[src/rtl/mc_pkg.sv]
// Shared types and constants for the mem_ctrl SRAM controller.
// Optional feature macro: MC_BYTE_EN (per-byte SRAM lane enables on writes).
package mc_pkg;

  localparam int MC_SRAM_AW = 18;
  localparam int MC_SRAM_DW = 16;

  typedef enum logic [2:0] {
    ST_IDLE  = 3'd0,
    ST_RD_LO = 3'd1,
    ST_RD_HI = 3'd2,
    ST_WR_LO = 3'd3,
    ST_WR_HI = 3'd4
  } mc_state_t;

  typedef enum logic {
    SRC_IF  = 1'b0,
    SRC_MEM = 1'b1
  } mc_src_t;

  typedef struct packed {
    logic ce_n;
    logic oe_n;
    logic we_n;
    logic ub_n;
    logic lb_n;
  } mc_strobe_t;

  localparam mc_strobe_t MC_STROBES_IDLE = '{ce_n: 1'b1, oe_n: 1'b1, we_n: 1'b1, ub_n: 1'b1, lb_n: 1'b1};

  // Each 32-bit word occupies two consecutive halfwords; h selects the upper one.
  function automatic logic [MC_SRAM_AW-1:0] mc_half_addr(input logic [15:0] word, input logic h);
    return {1'b0, word, h};
  endfunction

endpackage

[src/rtl/mc_sram_io.sv]
// Registered SRAM pin drivers: every pin is loaded from its precomputed next value
// on the same edge so address, data and strobes always move together.
module mc_sram_io
  import mc_pkg::*;
#(
  parameter int AW = MC_SRAM_AW,
  parameter int DW = MC_SRAM_DW
) (
  input  logic          clock,
  input  logic          reset,
  input  logic [AW-1:0] addr_next,
  input  logic [DW-1:0] dq_out_next,
  input  logic          dq_oe_next,
  input  logic          ce_n_next,
  input  logic          oe_n_next,
  input  logic          we_n_next,
  input  logic          ub_n_next,
  input  logic          lb_n_next,
  output logic [AW-1:0] sram_addr,
  output logic [DW-1:0] sram_dq_out,
  output logic          sram_dq_oe,
  output logic          sram_ce_n,
  output logic          sram_oe_n,
  output logic          sram_we_n,
  output logic          sram_ub_n,
  output logic          sram_lb_n
);

  always_ff @(posedge clock) begin
    if (reset) begin
      sram_addr   <= '0;
      sram_dq_out <= '0;
      sram_dq_oe  <= 1'b0;
      sram_ce_n   <= MC_STROBES_IDLE.ce_n;
      sram_oe_n   <= MC_STROBES_IDLE.oe_n;
      sram_we_n   <= MC_STROBES_IDLE.we_n;
      sram_ub_n   <= MC_STROBES_IDLE.ub_n;
      sram_lb_n   <= MC_STROBES_IDLE.lb_n;
    end else begin
      sram_addr   <= addr_next;
      sram_dq_out <= dq_out_next;
      sram_dq_oe  <= dq_oe_next;
      sram_ce_n   <= ce_n_next;
      sram_oe_n   <= oe_n_next;
      sram_we_n   <= we_n_next;
      sram_ub_n   <= ub_n_next;
      sram_lb_n   <= lb_n_next;
    end
  end

endmodule

[src/rtl/mem_ctrl.sv]
// Two-port (fetch / data) controller moving 32-bit words as two 16-bit SRAM accesses.
// Optional feature macro: MC_BYTE_EN enables per-byte write lanes from mem_mc_be.
module mem_ctrl
  import mc_pkg::*;
#(
  parameter int SRAM_AW = MC_SRAM_AW,
  parameter int SRAM_DW = MC_SRAM_DW
) (
  input  logic               clock,
  input  logic               reset,
  input  logic               if_mc_en,
  input  logic [17:0]        if_mc_addr,
  output logic [31:0]        mc_if_data,
  output logic               mc_if_valid,
  input  logic               mem_mc_en,
  input  logic               mem_mc_rw,
  input  logic [17:0]        mem_mc_addr,
  input  logic [31:0]        mem_mc_wdata,
  input  logic [3:0]         mem_mc_be,
  output logic [31:0]        mc_mem_rdata,
  output logic               mc_mem_valid,
  output logic               mc_stall,
  output logic [SRAM_AW-1:0] sram_addr,
  output logic [SRAM_DW-1:0] sram_dq_out,
  input  logic [SRAM_DW-1:0] sram_dq_in,
  output logic               sram_dq_oe,
  output logic               sram_ce_n,
  output logic               sram_oe_n,
  output logic               sram_we_n,
  output logic               sram_ub_n,
  output logic               sram_lb_n
);

  mc_state_t          state_reg, state_next;
  mc_src_t            src_reg, src_next;
  logic [15:0]        word_reg, word_next;
  logic [31:0]        wdata_reg, wdata_next;
  logic [15:0]        lo_reg;
  logic               write_accept;
  mc_strobe_t         strobe_next;
  logic [SRAM_AW-1:0] addr_next;
  logic [SRAM_DW-1:0] dq_out_next;
  logic               dq_oe_next;
  logic               unused_addr_bits;

  assign unused_addr_bits = ^{if_mc_addr[1:0], mem_mc_addr[1:0]};
  assign write_accept     = (state_reg == ST_IDLE) & mem_mc_en & mem_mc_rw;
  assign mc_stall         = (state_reg != ST_IDLE) | ((state_reg == ST_IDLE) & (if_mc_en | mem_mc_en));

`ifdef MC_BYTE_EN
  logic [3:0] be_reg, be_next;

  assign be_next = write_accept ? mem_mc_be : be_reg;

  always_ff @(posedge clock) begin
    if (reset) be_reg <= '0;
    else       be_reg <= be_next;
  end
`else
  logic unused_be;
  assign unused_be = ^mem_mc_be;
`endif

  // Arbitration: data port beats fetch; the next-state values also feed the pin registers.
  always_comb begin
    state_next = state_reg;
    src_next   = src_reg;
    word_next  = word_reg;
    wdata_next = wdata_reg;
    case (state_reg)
      ST_IDLE: begin
        if (mem_mc_en) begin
          src_next   = SRC_MEM;
          word_next  = mem_mc_addr[17:2];
          state_next = mem_mc_rw ? ST_WR_LO : ST_RD_LO;
          if (write_accept) wdata_next = mem_mc_wdata;
        end else if (if_mc_en) begin
          src_next   = SRC_IF;
          word_next  = if_mc_addr[17:2];
          state_next = ST_RD_LO;
        end
      end
      ST_RD_LO: state_next = ST_RD_HI;
      ST_RD_HI: state_next = ST_IDLE;
      ST_WR_LO: state_next = ST_WR_HI;
      ST_WR_HI: state_next = ST_IDLE;
      default:  state_next = ST_IDLE;
    endcase
  end

  always_comb begin
    addr_next   = mc_half_addr(word_next, (state_next == ST_RD_HI) || (state_next == ST_WR_HI));
    dq_out_next = (state_next == ST_WR_HI) ? wdata_next[31:16] : wdata_next[15:0];
    dq_oe_next  = (state_next == ST_WR_LO) || (state_next == ST_WR_HI);
    strobe_next = MC_STROBES_IDLE;
    case (state_next)
      ST_RD_LO, ST_RD_HI: strobe_next = '{ce_n: 1'b0, oe_n: 1'b0, we_n: 1'b1, ub_n: 1'b0, lb_n: 1'b0};
      ST_WR_LO: begin
        strobe_next = '{ce_n: 1'b0, oe_n: 1'b1, we_n: 1'b0, ub_n: 1'b0, lb_n: 1'b0};
`ifdef MC_BYTE_EN
        strobe_next.ub_n = ~be_next[1];
        strobe_next.lb_n = ~be_next[0];
`endif
      end
      ST_WR_HI: begin
        strobe_next = '{ce_n: 1'b0, oe_n: 1'b1, we_n: 1'b0, ub_n: 1'b0, lb_n: 1'b0};
`ifdef MC_BYTE_EN
        strobe_next.ub_n = ~be_next[3];
        strobe_next.lb_n = ~be_next[2];
`endif
      end
      default: strobe_next = MC_STROBES_IDLE;
    endcase
  end

  always_ff @(posedge clock) begin
    if (reset) begin
      state_reg    <= ST_IDLE;
      src_reg      <= SRC_IF;
      word_reg     <= '0;
      wdata_reg    <= '0;
      lo_reg       <= '0;
      mc_if_data   <= '0;
      mc_mem_rdata <= '0;
      mc_if_valid  <= 1'b0;
      mc_mem_valid <= 1'b0;
    end else begin
      state_reg    <= state_next;
      src_reg      <= src_next;
      word_reg     <= word_next;
      wdata_reg    <= wdata_next;
      mc_if_valid  <= 1'b0;
      mc_mem_valid <= 1'b0;
      if (state_reg == ST_RD_LO) lo_reg <= sram_dq_in;
      if (state_reg == ST_RD_HI) begin
        if (src_reg == SRC_IF) begin
          mc_if_data  <= {sram_dq_in, lo_reg};
          mc_if_valid <= 1'b1;
        end else begin
          mc_mem_rdata <= {sram_dq_in, lo_reg};
          mc_mem_valid <= 1'b1;
        end
      end
      if (state_reg == ST_WR_HI) mc_mem_valid <= 1'b1;
    end
  end

  mc_sram_io #(.AW(SRAM_AW), .DW(SRAM_DW)) u_io (
    .clock       (clock),
    .reset       (reset),
    .addr_next   (addr_next),
    .dq_out_next (dq_out_next),
    .dq_oe_next  (dq_oe_next),
    .ce_n_next   (strobe_next.ce_n),
    .oe_n_next   (strobe_next.oe_n),
    .we_n_next   (strobe_next.we_n),
    .ub_n_next   (strobe_next.ub_n),
    .lb_n_next   (strobe_next.lb_n),
    .sram_addr   (sram_addr),
    .sram_dq_out (sram_dq_out),
    .sram_dq_oe  (sram_dq_oe),
    .sram_ce_n   (sram_ce_n),
    .sram_oe_n   (sram_oe_n),
    .sram_we_n   (sram_we_n),
    .sram_ub_n   (sram_ub_n),
    .sram_lb_n   (sram_lb_n)
  );

endmodule

[config.mk]
export PLATFORM = sky130hd
export DESIGN_NAME = mem_ctrl
export DESIGN_NICKNAME = d
export VERILOG_FILES = /design/src/rtl/mc_pkg.sv /design/src/rtl/mc_sram_io.sv /design/src/rtl/mem_ctrl.sv
export SDC_FILE = /design/constraint.sdc
export NUM_CORES = 1
export LEC_CHECK = 0
export CAP_MARGIN = 40
export CORE_MARGIN = 2
export CORE_UTILIZATION = 30
export DETAILED_ROUTE_END_ITERATION = 10
export SLEW_MARGIN = 20
export SYNTH_ARGS = -nofsm -noshare
export SYNTH_HDL_FRONTEND = slang
export SYNTH_SLANG_ARGS = --single-unit
export TNS_END_PERCENT = 100
[constraint.sdc]
create_clock -name clock -period 2.1 [get_ports clock]
set_input_delay 0.525 -clock clock [delete_from_list [all_inputs] [get_ports clock]]
set_output_delay 0.525 -clock clock [all_outputs]
set_load 0.05 [all_outputs]
-- Yosys cells after proc, flatten, opt, wreduce, memory -nomap -nowiden
Cells that the tools add are included.
- add/sub/neg operators: 0
- divide/modulo/power cells: 0
- order comparisons: 0
- shift-type cells: 0
- reductions and logical operators: 11
- muxes and demuxes: 18
- multiply operators: 0
- bitwise operators: 7
- equality and inequality tests: 8
- operator list (operator ; count):
    $mux W32 ; 3
    $mux W16 ; 4
    $eq A3 B2 Y1 const B ; 4
    $pmux W5 S2 ; 1
    $pmux W3 S3 ; 1
    $eq A3 B1 Y1 const B ; 2
    $eq A3 B3 Y1 const B ; 2
    $mux W1 ; 6
    $mux W3 ; 2
    $reduce_and A2 Y1 ; 3
    $reduce_or A2 Y1 ; 3
    $and A1 B1 Y1 ; 3
    $logic_not A3 Y1 ; 1
    $reduce_bool A3 Y1 ; 1
    $logic_or A1 B1 Y1 ; 2
    $mux W2 ; 1
    $not A1 Y1 ; 2
    $or A1 B1 Y1 ; 2
    $reduce_bool A2 Y1 ; 1
- bits in writable memories: 0
- input port bits: 93
- output and inout port bits: 107
- memories kept: 0
- bits in registers: 174
- latch bits: 0
- ROM bits: 0
- word-level logic and storage cells: 62

-- Longest topological paths before layout
Gate-level depths: netlist (run 1).
- word-level depth: 7
- depth in mapped cells: 7
- mapped depth without buffers: 3

-- By module
Synthesis (run 1) repeated with hierarchy kept, for this count alone.
- cells, all modules: 779
- area total of the unflattened synthesis: 6756.5 um^2
- by module, submodules not included (module ; instances ; sequential area each (um^2) ; area an instance (um^2) ; cells an instance):
    mem_ctrl ; 1 ; 2682.6 ; 5679.2 ; 695
    mc_sram_io ; 1 ; 800.8 ; 1077.3 ; 84

-- Worst setup path after synthesis (run 1)
Ideal clock, no wire load.
- path kind: input to output
- start: input port mem_mc_en
- end: output port mc_stall
- path buffers: 2
- setup slack: 0.133 ns
- arrival time: 1.442 ns
- stages: 4
- data required time: 1.575 ns
- path through: buf_2 -> nor2_1 -> clkbuf_1 -> nand2_1
- longest elaborated chain between the ends: 3
- RTL lines (item ; RTL line ; text):
    start, declared ; mem_ctrl.sv:15 ; input logic mem_mc_en,
    $or A1 B1 Y1 ; mem_ctrl.sv:48 ; assign mc_stall = (state_reg != ST_IDLE) | ((state_reg == ST_IDLE) & (if_mc_en | mem_mc_en));
    $and A1 B1 Y1 ; mem_ctrl.sv:48 ;
    $or A1 B1 Y1 ; mem_ctrl.sv:48 ;
    end, declared ; mem_ctrl.sv:22 ; output logic mc_stall,
No other way between the ends.

-- Worst setup path after layout (run 1)
- start: register u_io.sram_dq_out[11]
- end: output port sram_dq_out[11]
- RTL lines (item ; RTL line ; text):
    start, declared ; mc_sram_io.sv:20 ; output logic [DW-1:0] sram_dq_out,
    start signal, assigned ; mc_sram_io.sv:41 ; sram_dq_out <= dq_out_next;
    end, declared ; mem_ctrl.sv:24 ; output logic [SRAM_DW-1:0] sram_dq_out,
No word-level cell between the ends.

==> results.cfg, run 1 <==
[sta]
period_share_pct = 97.4
tns_ns = 0
clock_skew_ns = 0.00794
slew_headroom_pct = 49.0
fmax_mhz = 489
drv_slew = 0
hold_viol_final = 0
setup_viol = 0
fin_crit_ns = 2.05
worst_pin_slew_ns = 0.764
setup_slack_ns = 0.0541

[grt]
grt_pass1_wl_um = 29100
overflow = 0
grtUsageTotal_pct = 17.2
antenna_found_initial = 0
grt_pass1_vias = 5131
grt_max_degree = 49

[critical_path]
path_cells = clkdlybuf4s50_1
worst-path-stages = 1
rrSetupSlack_ns = 0.31
timing.critical_path.from_type = register
crit_fanout = 1
cp_data_arrival_time_ns = 1.52
cp_slowest_cell = clkdlybuf4s50_1
crit_family = buffers and inverters
endpoint_kind = output port
path_class = register to output port
path_buf_inv = 1
worstPathRequired_ns = 1.57
worst_path_largest_cell_delay_ns = 0.80
worstRegToRegCells = 4

[detailed_routing]
drt_pass1_iterations = 4
viasPerCell = 4.79
drc = 0
wl_met2_um = 8650
top_layer_used = met4
finalWirelength_um = 18700
first_iter_violations = 300
via_count = 5612
ant_nets = 0
post_drt_wl_per_cell_um = 15.9
wl_met3_um = 1020
wl_met1_um = 8670

[power_and_ir_drop]
clock_power_share_pct = 39.1
cellPowerDensity_mw_per_mm2 = 832
p_leak_nw = 3.63
irDropWorstVdd_v = 0.000510
p_int_mw = 5.08
combPwrFrac_pct = 17.3
p_seq_share_pct = 43.6
power_switching_mw = 2.16
sw_frac_of_total_pct = 29.8
finalPower_mw = 7.24

[hold_path]
worstHoldPathCells = 2
hold_class = register to register

[synthesis]
yosysMostFrequentCell = nand2_1
yosys-top-cells-area = dfxtp_1 51%, nand2_1 11%, a21oi_1 11%
synth_top_area_share_pct = 51.0
syn_area_mm2 = 0.00609
yosysWarningCount = 0
netlist_instances = 728
synth_cell_types = 36
ys_ff_latch = 155
seq_area_frac_synth_pct = 51.0
yosys.area.top_type = dfxtp_1
syn_area_per_cell_um2 = 8.36
ys.flop_type = dfxtp_1
synth-edff-count = 0
synth_nets = 821
async_reset_ff_share_pct = 0
netlist_top_cells_count = 176 x nand2_1, 155 x dfxtp_1, 130 x a21oi_1, 47 x o21ai_0, 40 x clkbuf_1

[place]
dp_hpwl_um = 12500
portBuffers = 190
gp_congestion = 0.792
post-place-ws_ns = -0.0514
dp_cells = 1140
placedInstanceArea_mm2 = 0.00815

[run]
drv_cap = 0

[run_status]
status = completed

[clock_tree]
cts_tree = done
hold_buffers = 0
cts.sinks = 155
htreeDepth = 4
clk_pin_slew_ns = 0.06
cts_max_path_buffers = 2
root_buffer = clkbuf_16
cts_buffers = 17
clock_latency_ns = 0.42
post-cts-setup-buffers = 0

[finish]
stdcell_area_mm2 = 0.00871
syn_to_final_growth_pct = 43.1
drive_gt1_share_pct = 13.6
fin_cells = 1172
diodes = 0
finalNetCount = 982

[floorplanning]
start_util_pct = 30.4
die_h_um = 146
io_pins = 200
die_area_mm2 = 0.0214
die_w_um = 146
rows = 52
core_area_mm2 = 0.0200
[cell usage in the layout, fill, tap and decap left out, types with 2 or more instances in the layout]
cell and count:
dlymetal6s2s_1 19, a211oi_1 18, nand2_1 175, nor2_1 6, dfxtp_1 152, a21oi_1 130, clkinvlp_4 3, dlygate4sd2_1 39
nand2_2 2, nor4b_4 2, mux2i_1 16, nor3_1 11, nor3_2 8, nor2b_1 2, buf_12 8, clkinv_4 2
nand3b_1 16, clkinv_2 4, o21ai_0 47, clkdlybuf4s50_1 91, clkbuf_16 17, o21ai_2 3, buf_4 57, a21o_1 14
nand3_1 33, inv_6 5, dfxtp_2 3
[layer usage]
metal  vias to the layer above  global-route usage, %
li1                       2810                      -
met1                      2640                   23.3
met2                       138                   26.6
met3                        24                   4.41
met4                         0                   5.92
met5                         -                      0
[stage by stage]
step | hold WS (ns) | utilization, %
finish | 0.448 | 43.5
global route | 0.470 | 43.5
CTS | 0.452 | 43.2
detailed placement | 0.446 | 40.7
global placement | 0.442 | 40.6
floorplan | 0.443 | -
[power by group through the flow]
| stage | Clock (mW) | Sequential (mW) | Combinational, mW |
|---|---|---|---|
| 6_report | 2.83 | 3.16 | 1.25 |
| 3_3_place_gp | 0 | 3.22 | 1.27 |
| 5_1_grt | 3.05 | 3.18 | 1.34 |
| 3_5_place_dp | 0 | 3.23 | 1.28 |
| 4_1_cts | 2.91 | 3.16 | 1.26 |
| 2_1_floorplan | 0 | 3.50 | 0.491 |
[path summary, 6_finish.rpt]
check                           to                  from
setup / recovery   sram_dq_out[11]  u_io.sram_dq_out[11]
hold / removal    mc_mem_rdata[28]      mc_mem_rdata[28]
hold reg to reg   mc_mem_rdata[28]      mc_mem_rdata[28]
setup reg to reg  mc_mem_rdata[13]          state_reg[2]
[area by class of cell]
class	instances	area, um2
timing repair buffer	215	2090
sequential	155	3110
clock buffer	17	425
tap	270	338
fill	2110	11300
inverter	1	3.75
clock inverter	15	115
multi-input combinational	499	2630
[kinds of logic (layout without fill, tap and decap cells)]
logic type,Yosys count,after routing,synth area share (%)
AND/OR/NAND/NOR,265,265,20.7
flip-flops,155,155,51.0
buffers and inverters,74,248,6.02
AO/OA/AOI/OAI,217,217,19.6
other,1,1,0.0616
multiplexers,16,16,2.63
[what timing repair did]
| action | 4_1_cts | 5_1_grt |
|---|---|---|
| resized for setup | 43 | 23 |
| pin swaps | 0 | 0 |
| endpoints found under the setup margin | 40 | 20 |
Power figures use the tool's default switching activity.
==> run 2: changes to the inputs <==
==> constraint.sdc (replaced) <==
create_clock -name clock -period 2.1 [get_ports clock]
set_input_delay 0.63 -clock clock [delete_from_list [all_inputs] [get_ports clock]]
set_output_delay 0.63 -clock clock [all_outputs]
set_load 0.05 [all_outputs]
==> run 2 against run 1 <==
Against the previous run: fmax up 4.2%; utilization about the same; clock-buffer cell count up 3; via count down 0.96%; largest power group is now clock.
==> results.cfg, run 2 (synthesis results as in run 1) <==
[run_status]
status = completed

[clock_tree]
cts_tree = done
cts_buffers = 17
root_buffer = clkbuf_16
cts_max_path_buffers = 2
clk_pin_slew_ns = 0.06
post-cts-setup-buffers = 0
cts.sinks = 155
htreeDepth = 4
clock_latency_ns = 0.42

[floorplanning]
core_area_mm2 = 0.0200
die_w_um = 146
rows = 52
io_pins = 200
start_util_pct = 30.4
die_area_mm2 = 0.0214
die_h_um = 146

[grt]
grt_pass1_wl_um = 29100
grt_pass1_vias = 5171
antenna_found_initial = 1
overflow = 0
grt_max_degree = 80
grtUsageTotal_pct = 17.1

[critical_path]
worstRegToRegCells = 5
r2r_start = state_reg[2]
cp_data_arrival_time_ns = 1.33
regToRegEndpoint = mc_if_data[29]
crit_fanout = 11
endpoint_kind = output port
timing.critical_path.from_type = register
path_class = register to output port
rrSetupSlack_ns = 0.44
worstPathRequired_ns = 1.47

[hold_path]
hold_path_end = mc_if_data[20]
worstHoldPathCells = 2
hold_class = register to register
hp-start = mc_if_data[20]

[finish]
stdcell_area_mm2 = 0.00871
layout_common_cells = 175 x nand2_1, 152 x dfxtp_1, 130 x a21oi_1
fin_util_pct = 43.5
syn_to_final_growth_pct = 43.1
drive_gt1_share_pct = 18.5
fin_cells = 1174
final_common_cell = nand2_1
finalNetCount = 983

[detailed_routing]
via_count = 5558
ant_nets = 0
drt_pass1_iterations = 4
first_iter_violations = 465
finalWirelength_um = 18500
drc = 0
viasPerCell = 4.73
post_drt_wl_per_cell_um = 15.8

[place]
dp_hpwl_um = 12100
post-place-ws_ns = -0.162
placedInstanceArea_mm2 = 0.00807
portBuffers = 190
gp_congestion = 0.758
dp_cells = 1141

[power_and_ir_drop]
cellPowerDensity_mw_per_mm2 = 891
p_leak_nw = 3.39
finalPower_mw = 7.76
irDropWorstVdd_v = 0.000530

[sta]
fmax_mhz = 509
drv_slew = 0
worst_pin_slew_ns = 0.503
setup_viol = 0
slew_headroom_pct = 66.5
hold_viol_final = 0
clock_skew_ns = 0.0104
whs_ns = 0.451
tns_ns = 0
fin_crit_ns = 1.96
setup_slack_ns = 0.136
period_share_pct = 93.5
rsz0062_at_grt = no

[run]
drv_cap = 0
## run 2: changes by cell type in the layout (fill, tap and decap cells not counted), sizes merged, moves of 2 or more
cell           previous run  this run
buf                      66       111
bufinv                    0         4
clkbuf                   17        20
clkdlybuf4s50            91        81
clkinv                    6         1
clkinvlp                  3         5
dlygate4sd2              39        23
dlymetal6s2s             19         1
inv                       7         3
## run 2: report_power, final
part           internal (mW)  leakage, nW  switching, mW
clock network           2.07        0.297           1.27
registers               3.08         1.26         0.0826
logic                  0.476         1.83          0.781
## run 2: final cells by class
class / count / area [um2]
Antenna cell: 1 / 2.50
Clock buffer: 20 / 457
Clock inverter: 12 / 186
Fill cell: 2066 / 11300
Inverter: 1 / 3.75
Multi-Input combinational cell: 499 / 2630
Sequential cell: 155 / 3110
Tap cell: 270 / 338
Timing Repair Buffer: 216 / 1990
## run 2: timing repair
action,CTS,global route
setup endpoints to repair,23,1
pin swaps,1,1
hold endpoints to repair,0,0
hold buffers,0,0
resized for setup,26,5
## run 2: worst max path at each step
stage / from / slack [ns] / end
2_1_floorplan: mem_mc_en / 0.01 / mc_stall
3_3_place_gp: mem_mc_en / -0.16 / wdata_reg[4]
3_5_place_dp: mem_mc_en / -0.16 / wdata_reg[15]
4_1_cts: if_mc_en / -0.01 / mc_stall
5_1_grt: mem_mc_en / 0.1 / mc_stall
6_report: state_reg[2] / 0.14 / mc_stall
## run 2: worst max-delay path, stage by stage, from the launching register on
cell	delay [ns]
dfxtp_2	0.39
nor3_2	0.25
nand2_2	0.11
buf_8	0.16
## run 2: per-layer routing
layer | vias up | global-route usage, % | wire (um)
met4 | 0 | 6.75 | 486
met2 | 133 | 25.9 | 8360
met3 | 31 | 4.06 | 760
met1 | 2598 | 23.6 | 8940
li1 | 2796 | - | -
met5 | - | 0 | 0
